<file path="config.mk">
export PLATFORM = sky130hd
export DESIGN_NAME = rv32_writeback_unit
export DESIGN_NICKNAME = d
export VERILOG_FILES = /design/src/rtl/rv32_writeback_unit.sv
export SDC_FILE = /design/constraint.sdc
export NUM_CORES = 1
export LEC_CHECK = 0
export ABC_AREA = 1
export CAP_MARGIN = 30
export CORE_ASPECT_RATIO = 1.5
export CORE_UTILIZATION = 46
export CTS_CLUSTER_SIZE = 24
export DETAILED_ROUTE_END_ITERATION = 8
export PLACE_DENSITY = 0.87
export SYNTH_ARGS = -nofsm -noshare
export SYNTH_HDL_FRONTEND = slang
export SYNTH_SLANG_ARGS = --single-unit
</file>
<file path="constraint.sdc">
create_clock -name clk -period 1.6 [get_ports clk]
set_clock_uncertainty 0.1 [all_clocks]
set_input_delay 0.4 -clock clk [delete_from_list [all_inputs] [get_ports clk]]
set_output_delay 0.4 -clock clk [all_outputs]
set_load 0.005 [all_outputs]
</file>
<file path="src/rtl/rv32_writeback_unit.sv">
// RV32 writeback stage: retires ALU/LINK/NOWB in one cycle, waits for, aligns and extends load data.
// Defining RV32_WB_INSTRET_EN adds the `instret` retire-counter output.
module rv32_writeback_unit #(
  parameter int unsigned LOAD_TIMEOUT = 16,
  parameter int unsigned CNT_W        = 64
) (
  input  logic        clk,
  input  logic        rst,
  input  logic        in_valid,
  output logic        in_ready,
  input  logic [1:0]  in_kind,
  input  logic [4:0]  in_rd,
  input  logic [31:0] in_result,
  input  logic [2:0]  in_funct3,
  input  logic [1:0]  in_addr_lo,
  input  logic        mem_rvalid,
  input  logic [31:0] mem_rdata,
  output logic [4:0]  wb_reg,
  output logic        wb_en,
  output logic [31:0] wb_val,
  output logic        load_err,
  output logic        busy
`ifdef RV32_WB_INSTRET_EN
  ,
  output logic [CNT_W-1:0] instret
`endif
);

  typedef enum logic {IDLE, LOAD_WAIT} state_e;
  typedef enum logic [1:0] {
    KIND_ALU  = 2'b00,
    KIND_LOAD = 2'b01,
    KIND_LINK = 2'b10,
    KIND_NOWB = 2'b11
  } kind_e;

  localparam int unsigned TW = (LOAD_TIMEOUT > 1) ? $clog2(LOAD_TIMEOUT) : 1;
  localparam logic [TW-1:0] TMAX = TW'((LOAD_TIMEOUT == 0) ? 32'd0 : LOAD_TIMEOUT - 32'd1);

  if (CNT_W == 0) begin : g_bad_cnt_w
    $error("CNT_W must be at least 1");
  end

  state_e        state, state_n;
  logic [TW-1:0] tcnt, tcnt_n;
  logic [4:0]    ld_rd;
  logic [2:0]    ld_f3;
  logic [1:0]    ld_lo;
  logic          latch_ld, transfer, timeout_hit;
  logic          wb_en_n, load_err_n;
  logic [4:0]    wb_reg_n;
  logic [31:0]   wb_val_n;

  function automatic logic [31:0] extract(input logic [2:0] f3, input logic [1:0] lo,
                                          input logic [31:0] w);
    logic [7:0]  b;
    logic [15:0] h;
    logic [31:0] r;
    b = w[8*lo +: 8];
    h = w[16*lo[1] +: 16];
    case (f3)
      3'b000:  r = {{24{b[7]}}, b};
      3'b001:  r = {{16{h[15]}}, h};
      3'b100:  r = {24'd0, b};
      3'b101:  r = {16'd0, h};
      default: r = w;
    endcase
    return r;
  endfunction

  assign in_ready    = (state == IDLE) && !rst;
  assign transfer    = in_valid && in_ready;
  assign busy        = (state == LOAD_WAIT);
  assign timeout_hit = (LOAD_TIMEOUT != 0) && (tcnt == TMAX);

  always_comb begin
    state_n    = state;
    tcnt_n     = tcnt;
    latch_ld   = 1'b0;
    wb_en_n    = 1'b0;
    wb_reg_n   = wb_reg;
    wb_val_n   = wb_val;
    load_err_n = 1'b0;
    case (state)
      IDLE: begin
        if (transfer) begin
          case (kind_e'(in_kind))
            KIND_ALU, KIND_LINK: begin
              if (in_rd != '0) begin
                wb_en_n  = 1'b1;
                wb_reg_n = in_rd;
                wb_val_n = in_result;
              end
            end
            KIND_LOAD: begin
              latch_ld = 1'b1;
              tcnt_n   = '0;
              state_n  = LOAD_WAIT;
            end
            default: ;
          endcase
        end
      end
      LOAD_WAIT: begin
        // A response in the timeout cycle takes priority over abandoning the load.
        if (mem_rvalid) begin
          if (ld_rd != '0) begin
            wb_en_n  = 1'b1;
            wb_reg_n = ld_rd;
            wb_val_n = extract(ld_f3, ld_lo, mem_rdata);
          end
          state_n = IDLE;
        end else if (timeout_hit) begin
          load_err_n = 1'b1;
          state_n    = IDLE;
        end else begin
          tcnt_n = tcnt + 1'b1;
        end
      end
      default: state_n = IDLE;
    endcase
  end

  always_ff @(posedge clk) begin
    if (rst) begin
      state    <= IDLE;
      tcnt     <= '0;
      ld_rd    <= '0;
      ld_f3    <= '0;
      ld_lo    <= '0;
      wb_en    <= 1'b0;
      wb_reg   <= '0;
      wb_val   <= '0;
      load_err <= 1'b0;
    end else begin
      state    <= state_n;
      tcnt     <= tcnt_n;
      wb_en    <= wb_en_n;
      wb_reg   <= wb_reg_n;
      wb_val   <= wb_val_n;
      load_err <= load_err_n;
      if (latch_ld) begin
        ld_rd <= in_rd;
        ld_f3 <= in_funct3;
        ld_lo <= in_addr_lo;
      end
    end
  end

`ifdef RV32_WB_INSTRET_EN
  logic retire;

  // Counts every retirement, including rd=0 writes, NOWB and abandoned loads.
  assign retire = (state == IDLE) ? (transfer && (kind_e'(in_kind) != KIND_LOAD))
                                  : (mem_rvalid || timeout_hit);

  always_ff @(posedge clk) begin
    if (rst)         instret <= '0;
    else if (retire) instret <= instret + 1'b1;
  end
`endif

endmodule

</file>
==> impl_metrics.toml <==
[outcome]
status = "complete, but fails checks"
violations = "negative setup slack"

[setup_path]
path_max_fanout = 11
endpoint_kind = "flop"
start_kind = "flop"
required_ns = 1.74
crit_path_max_incr_delay_ns = 0.37
worstPathCellList = "buf_6, nor3b_4, nand3_4, buf_12, clkbuf_16, nand3b_1, nand2_1, a21oi_2"
cp.arrival_ns = 1.79
worstSetupPathType = "reg -> reg"
cp_slowest_cell = "dfxtp_4"

[worst_hold_path]
hold_path.class = "in -> reg"

[clock_network]
path_clk_slew_ns = 0.11
clk_latency_ns = 0.31
cts.sinks = 54
hold_buffers = 0
htree_levels = 2
clk_path_buf_depth = 2
numCtsBuffers = 5
cts_tree = "built"
cts_root_buf = "clkbuf_8"

[global_route]
grt_start_max_net_pins = 46
grt_overflow_total = 0
first_global_vias = 4007
grt_pass1_wl_mm = 18.5
grt_usage = 0.307
antenna_found_initial = 0

[power_and_ir_drop]
p_comb_frac = 0.278
vdd_drop_max_mv = 0.461
p_int_uw = 2440
power_switching_uw = 970
power_frac_seq = 0.426
leakagePower_uw = 0.00280
p_per_area_nw_per_um2 = 613
power.total_uw = 3410
pwr-share-clk = 0.296
swShare = 0.284

[place]
post-place-ws_ns = -0.401
place_hpwl_mm = 8.49
place.gp.congestion = 0.915
dpl_cell_area_um2 = 5010
port_buffers = 120

[layout]
finalInstanceArea_um2 = 5570
largest_register_ffs = 32
nNetsFinal = 777
diodes = 0
fin_util = 0.776
area_growth_pct = 63.6
layout-drive-gt1-share = 0.244

[floorplan]
coreArea_um2 = 7180
initial_utilization = 0.474
io_pins = 121
rows = 38
die_w_um = 72.2
fp.dieArea_um2 = 7750
chipHeight_um = 107

[synth]
synth_nets = 620
synth.area.top_cells = "dfxtp_1, nand2_1, a21oi_1, nand3b_1, nand3_1"
ys_seq_area_frac = 0.318
synth_top_area_share = 0.318
yosysWarnings = 0
ys_ff_latch = 54
synthDistinctLibCells = 29
syn-cell-area_um2 = 3400
syn_inst = 539
synth_top_cell_by_area = "dfxtp_1"
avgSynthCellArea_um2 = 6.31

[routing]
drc = 0
vias_per_cell = 5.49
wl_mm = 13.3
dr.pass1.iters = 5
drtIter0Drc = 311
final_antenna_net_count = 0
vias = 4379
drt-wirelength-per-cell_um = 16.7

[timing]
finalSetupViolations = 17
fin_crit_sh = 1.03
worst_slack_ns = -0.0491
maxSlewHeadroom = 0.770
fmax_ghz = 0.606
rsz0062_at_grt = "yes"
timing.hold.ws_ns = 0.306
min_period_ns = 1.65
hold_viol_final = 0
worstMarginPinSlew_ns = 0.342
slew_viol_final = 0

[flow_run]
maxCapViolations = 0
-- timing repair --
item                                    4_1_cts  5_1_grt
buffers inserted                              2        4
pin swaps                                     0       11
endpoints found under the setup margin       81       46
resized for setup                            84       77
endpoints found under the hold margin         0        0
gates cloned                                  1        7
-- synthesized netlist by cell type --
master	instances
a21boi_0	15
a21oi_1	61
and2_1	1
and3_1	1
buf_2	9
buf_4	2
buf_6	4
clkbuf_1	19
clkinv_1	1
dfxtp_1	54
ha_1	1
inv_1	38
inv_2	3
nand2_1	165
nand2_2	3
nand3_1	36
nand3_2	1
nand3b_1	32
nand4_1	1
nor2_1	35
nor2_2	1
nor3_1	3
nor3b_2	1
nor4_1	1
o21a_1	8
o21ai_0	25
o21bai_1	1
or2_0	1
or2_2	16
-- metal layers --
layer	up-vias	global-route usage	part of all wire
li1	2064	-	-
met1	2029	0.305	0.35
met2	228	0.581	0.53
met3	58	0.0449	0.067
met4	0	0.182	0.061
met5	-	0	0
-- critical path: cells and delay by family, from the launching register on --
family                 cells  cell delay [ns]
and+or+nand+nor            4             0.52
AOI/OAI and AO/OA          1             0.12
DFF                        1             0.37
buffers and inverters      3             0.47
-- cell usage in the layout (no fill, tap or decap), types with 2 or more instances in the layout --
| cell type | synthesis | final |
|---|---|---|
| a21boi_1 | 0 | 10 |
| a21boi_2 | 0 | 4 |
| a21oi_1 | 61 | 45 |
| a21oi_2 | 0 | 16 |
| buf_12 | 0 | 7 |
| buf_4 | 2 | 45 |
| buf_6 | 4 | 6 |
| clkbuf_16 | 0 | 5 |
| clkbuf_8 | 0 | 6 |
| clkdlybuf4s50_1 | 0 | 71 |
| dfxtp_1 | 54 | 23 |
| dfxtp_2 | 0 | 30 |
| dlygate4sd2_1 | 0 | 41 |
| dlymetal6s2s_1 | 0 | 7 |
| inv_1 | 38 | 35 |
| inv_2 | 3 | 4 |
| nand2_1 | 165 | 161 |
| nand2_2 | 3 | 2 |
| nand2_4 | 0 | 5 |
| nand3_1 | 36 | 32 |
| nand3_2 | 1 | 4 |
| nand3b_1 | 32 | 32 |
| nor2_1 | 35 | 29 |
| nor2_2 | 1 | 6 |
| nor3_1 | 3 | 3 |
| o21a_1 | 8 | 8 |
| o21ai_0 | 25 | 17 |
| o21ai_1 | 0 | 5 |
| o21ai_2 | 0 | 3 |
| or2_2 | 16 | 16 |
-- power by group through the flow --
stage                     Combinational, uW  Clock, uW  Sequential [uW]
after CTS                               829       1010             1450
after detailed placement                850          0             1480
after global placement                  833          0             1470
after floorplan                         363          0             1470
after global routing                   1020       1060             1460
final                                   949       1010             1450
-- cell type report --
| type | count | area, um2 |
|---|---|---|
| flip-flops and latches | 54 | 1120 |
| repair buffers | 184 | 1860 |
| well taps | 100 | 125 |
| fillers | 511 | 1610 |
| clock inverters | 2 | 38.8 |
| inverters | 42 | 164 |
| multi-input cells | 409 | 2170 |
| clock buffers | 6 | 82.6 |
-- worst paths after layout --
kind / start / to / slack, ns / depth (start not counted)
hold reg to reg: tcnt[1]$_SDFFE_PP0P_ / tcnt[1]$_SDFFE_PP0P_ / 0.39 / 2
setup reg to reg: busy$_SDFF_PP0_ / wb_val[9]$_SDFFE_PP0P_ / -0.05 / 8
hold / removal: mem_rvalid / load_err$_SDFF_PP0_ / 0.31 / 3
setup / recovery: busy$_SDFF_PP0_ / wb_val[9]$_SDFFE_PP0P_ / -0.05 / 8
-- logic make-up after synthesis --
| logic type | Yosys count | synth area share |
|---|---|---|
| AOI/OAI and AO/OA | 110 | 0.179 |
| adders and majority gates | 1 | 0.00368 |
| buffers and inverters | 76 | 0.0982 |
| DFF | 54 | 0.318 |
| and+or+nand+nor | 298 | 0.401 |
-- through the flow --
step / instances / TNS [ns]
finish: 797 / -0.305
global route: 797 / -2.08
CTS: 786 / 0
detailed placement: 775 / -18.31
global placement: 775 / -16.16
floorplan: 539 / 0
(Power assumes the default switching activity.)
